**config.mk**
```make
export PLATFORM = sky130hd
export DESIGN_NAME = dmux_2x32_buf
export DESIGN_NICKNAME = d
export VERILOG_FILES = /design/src/rtl/dmux_2x32_buf.sv
export SDC_FILE = /design/constraint.sdc
export NUM_CORES = 1
export LEC_CHECK = 0
export CORE_AREA = 8 8 142 144
export DETAILED_ROUTE_END_ITERATION = 10
export DIE_AREA = 0 0 150 152
export GPL_TIMING_DRIVEN = 0
export PLACE_DENSITY_LB_ADDON = 0.05
export SLEW_MARGIN = 15
export SYNTH_ARGS = -nofsm -noshare
export SYNTH_HDL_FRONTEND = slang
export SYNTH_SLANG_ARGS = --single-unit
```
**constraint.sdc**
```tcl
create_clock -name clk -period 2.4 [get_ports clk]
set_input_delay 0.48 -clock clk [delete_from_list [all_inputs] [get_ports clk]]
set_output_delay 0.48 -clock clk [all_outputs]
set_load 0.05 [all_outputs]
```
**src/rtl/dmux_2x32_buf.sv**
```systemverilog
// dmux_2x32_buf: routes one input word per cycle to one of two output
// ports, each backed by its own small FIFO so a stalled consumer does not
// block words already queued for the other port.
//
// Handshake: a transfer happens on a rising clk edge exactly when the
// sender's valid and the receiver's ready are both 1 in that cycle.
// - Input side: the producer drives in_valid/a/s, and this block drives
//   in_ready. in_ready depends only on s and the registered occupancy
//   counts, never on r0/r1, so a full FIFO never passes a word through.
// - Output side: this block drives vk/yk, and the consumer drives rk.
//   yk reads as 0 whenever vk is 0.
// - A word accepted at an edge is visible on yk in the following cycle.
//   There is no same-cycle bypass.
module dmux_2x32_buf #(
    parameter int WIDTH = 32,
    parameter int DEPTH = 2
) (
    input  logic                     clk,
    input  logic                     clrn,
    input  logic [WIDTH-1:0]         a,
    input  logic                     s,
    input  logic                     in_valid,
    output logic                     in_ready,
    output logic [WIDTH-1:0]         y0,
    output logic                     v0,
    input  logic                     r0,
    output logic [WIDTH-1:0]         y1,
    output logic                     v1,
    input  logic                     r1,
    output logic [$clog2(DEPTH):0]   cnt0,
    output logic [$clog2(DEPTH):0]   cnt1,
    output logic                     busy
);

    // Pointer width; DEPTH is a power of two, so pointers wrap naturally.
    localparam int AW = $clog2(DEPTH);
    localparam int CW = AW + 1;

    logic [WIDTH-1:0] mem0 [DEPTH];
    logic [WIDTH-1:0] mem1 [DEPTH];

    logic [AW-1:0] wp0, rp0, wp1, rp1;
    logic          push0, push1, pop0, pop1;
    logic          full0, full1;

    // Full flags come straight from the registered counts.
    always_comb begin
        full0 = (cnt0 == CW'(DEPTH));
        full1 = (cnt1 == CW'(DEPTH));
    end

    // Accept decision and per-port push/pop strobes.
    always_comb begin
        in_ready = s ? !full1 : !full0;
        push0    = in_valid && in_ready && !s;
        push1    = in_valid && in_ready &&  s;
        pop0     = v0 && r0;
        pop1     = v1 && r1;
    end

    // Storage arrays. They need no reset because every read is masked by
    // the reset-cleared counts.
    always_ff @(posedge clk) begin
        if (push0) mem0[wp0] <= a;
        if (push1) mem1[wp1] <= a;
    end

    // Port-0 pointers and occupancy. Reset discards all queued words.
    always_ff @(posedge clk or negedge clrn) begin
        if (!clrn) begin
            wp0  <= '0;
            rp0  <= '0;
            cnt0 <= '0;
        end else begin
            if (push0) wp0 <= wp0 + AW'(1);
            if (pop0)  rp0 <= rp0 + AW'(1);
            cnt0 <= cnt0 + CW'(push0) - CW'(pop0);
        end
    end

    // Port-1 pointers and occupancy. Reset discards all queued words.
    always_ff @(posedge clk or negedge clrn) begin
        if (!clrn) begin
            wp1  <= '0;
            rp1  <= '0;
            cnt1 <= '0;
        end else begin
            if (push1) wp1 <= wp1 + AW'(1);
            if (pop1)  rp1 <= rp1 + AW'(1);
            cnt1 <= cnt1 + CW'(push1) - CW'(pop1);
        end
    end

    // Head outputs. Every output is derived from registered state, so busy
    // and the valids do not glitch.
    always_comb begin
        v0   = (cnt0 != '0);
        v1   = (cnt1 != '0);
        y0   = v0 ? mem0[rp0] : '0;
        y1   = v1 ? mem1[rp1] : '0;
        busy = v0 | v1;
    end

endmodule

```
==> run_results.csv <==
group,metric,value,unit
final_layout,utilization,0.405,
timing,worst_slack,80.2,ps
yosys,yosysMostFrequentCell,"edfxtp_1",
yosys,synth_fa_ha_area_frac,0.00949,
yosys,synth_top_family_by_area,"multiplexers",
timing,post-route-period-util,0.967,
cts,clkLatencyLatePin,410,ps
floorplanning,die_w,150,um
yosys,ys_seq_area_frac,0.767,
critical_path,critPathCaptureType,"output pin",
timing,tightest_slew,646,ps
yosys,yosys_warnings,0,
final_layout,syn2layout_area_growth,36.4,%
cts,cts_buffers,17,
timing,final.min_clock_period,2320,ps
yosys,yosysTopAreaCell,"edfxtp_1",
detailed_routing,drcViolationCount,0,
flow_run,maxCapViolations,0,
final_layout,drive_gt1_frac,0.247,
yosys,yosysTopAreaCellShare,0.729,
placed_design,place.gp.congestion,0.674,
detailed_routing,wire_per_inst,18.3,um
critical_path,r2r_cells,4,
critical_path,regToRegSetupSlack,430,ps
final_layout,filler_cell_count,1675,
critical_path,reg2reg_to,"mem0[1][19]",
cts,cts_tree,"done",
timing,hold_violations,0,
yosys,synth_nets,352,
cts,cts_root_buf,"clkbuf_16",
final_layout,n_antenna_cell,0,
yosys,avgSynthCellArea,17.0,sq um
final_layout,layout.area.seq,0.00404,sq mm
critical_path,path_max_fanout,10,
global_route,grt_pass1_wl,19100,um
floorplanning,start_util,0.297,
detailed_routing,drt_pass1_iterations,4,
floorplanning,core-area,0.0178,sq mm
floorplanning,io_pins,110,
final_layout,multi_input_area,0.00113,sq mm
critical_path,r2r_start,"cnt0[0]",
timing,fmax,431,MHz
floorplanning,dieArea,0.0228,sq mm
power,power_leakage,2.75,nW
power,peakVddDrop,721,uV
global_route,grt_max_degree,22,
critical_path,path_class,"reg -> out",
cts,clock_sinks,136,
critical_path,required,1920,ps
hold_path,min_path_type,"in -> async",
yosys,synth_compound_area_frac,0,
yosys,ys_seq_elements,136,
global_route,antenna_found_initial,0,
yosys,synth_area_leaders,"edfxtp_1, mux2i_1, nor2_1",
timing,rsz0062_at_grt,"false",
placed_design,portBuffers,109,
timing,hold_slack,364,ps
yosys,synth_xor_area_frac,0.0133,
yosys,synth.distinct_cells,19,
critical_path,start_kind,"register",
yosys,synth_mux_area_frac,0.124,
timing,finalSetupViolCount,0,
critical_path,critPathLaunch,"rp1",
timing,slew_headroom,0.568,
detailed_routing,viasPerCell,4.26,
floorplanning,fp-row-count,49,
final_layout,layout.nets,486,
detailed_routing,vias,2925,
yosys,syn-cell-area,0.00528,sq mm
cts,htreeDepth,4,
power,finalPower,10.8,mW
yosys,synth_edf_count,128,
yosys,ys.flop_type,"edfxtp_1",
global_route,globalRoute.totalOverflow,0,
yosys,synthSimpleGateAreaFrac,0.0614,
detailed_routing,drt_iter0_markers,118,
power,power.density,1500,mW/mm^2
critical_path,cp.arrival,1840,ps
cts,cts_buffer_depth,2,
yosys,async_flop_share,0.0588,
timing,slew_viol_final,0,
detailed_routing,drtAntennaViolNets,0,
global_route,grt_pass1_vias,3185,
cts,ctsHoldBuffers,0,
detailed_routing,wl,12600,um
yosys,synthTopCellsByCount,"edfxtp_1, nor2_1, mux2i_1",
placed_design,pre_cts_slack,-121,ps
global_route,track_usage,0.116,
cts,clk_pin_slew_worst_paths,60,ps
timing,finClkSkew,5.78,ps
outcome,status,"complete, no violations",
floorplanning,die_y,152,um
yosys,syn_inst,310,
placed_design,dpl.hpwl,8430,um
==> power breakdown <==
group / leakage, nW / switching, mW / internal (mW)
registers: 1.26 / 0.135 / 2.98
logic: 1.22 / 3.79 / 1.50
clock network: 0.261 / 0.903 / 1.50
total: 2.75 / 4.82 / 5.98
==> cell families after synthesis <==
family,after synthesis
xor+xnor,8
simple gates,77
buf+inv,20
mux,65
flops,136
fa+ha+maj,4
==> final cells by class <==
| cell class | count | area share |
|---|---|---|
| Multi-Input combinational cell | 154 | 0.157 |
| Tap cell | 229 | 0.0398 |
| Clock inverter | 12 | 0.0151 |
| Inverter | 6 | 0.00313 |
| Timing Repair Buffer | 115 | 0.145 |
| Sequential cell | 136 | 0.562 |
| Clock buffer | 20 | 0.0607 |
| Buffer | 14 | 0.0177 |
==> flip-flops by register name, summed over array words and instances, names as in the netlist <==
signal	count
mem0	64
mem1	64
cnt0	2
cnt1	2
rp0	1
rp1	1
wp0	1
wp1	1
==> layer usage <==
| layer | track usage | routed length, um |
|---|---|---|
| met5 | 0 | 0 |
| met4 | 0.0386 | 119 |
| met3 | 0.0428 | 787 |
| met2 | 0.192 | 6260 |
| met1 | 0.135 | 5400 |
==> what timing repair did <==
item / CTS / global route
buffers inserted: 1 / 1
pin swaps: 1 / 1
resized for setup: 129 / 63
endpoints found under the setup margin: 68 / 36
endpoints found under the hold margin: 0 / 0
cloned: 0 / 0
==> stage by stage <==
step	setup TNS, ps	instance area (sq um)	cells
after CTS	0	7330	685
after global placement	-248030	6650	648
after floorplan	-55490	5280	310
final	0	7190	686
after detailed placement	-3550	6780	652
after global routing	0	7190	686
==> how the worst max path moves through the flow <==
stage,slack [ps],to,cells past startpoint
global placement,-2000,mem1[0][15],3
detailed placement,-120,in_ready,3
global route,9,y1[13],4
finish,80,y1[13],5
CTS,0.9,y0[24],4
floorplan,-430,mem0[0][0],3
==> layout by cell type, fill, tap and decap left out, types with 3 or more instances in the layout <==
master           count
dfrtp_1              8
inv_1                4
mux2i_1             64
clkinv_1             5
clkinv_2             3
xnor2_1              6
clkbuf_2            34
ha_1                 4
clkdlybuf4s15_2     23
clkdlybuf4s50_1     41
nor2_1              64
edfxtp_1           128
buf_4               10
clkbuf_16           17
dlygate4sd2_1       10
clkbuf_1             3
buf_6                6
nor2_4               6
==> worst max-delay path, stage by stage (launching register included) <==
cell and delay (ps):
dfrtp_1 360, buf_4 170, buf_6 170, mux2i_1 120
nor2_1 80, dlygate4sd2_1 530
No activity file was read; power rests on OpenSTA's default activity.
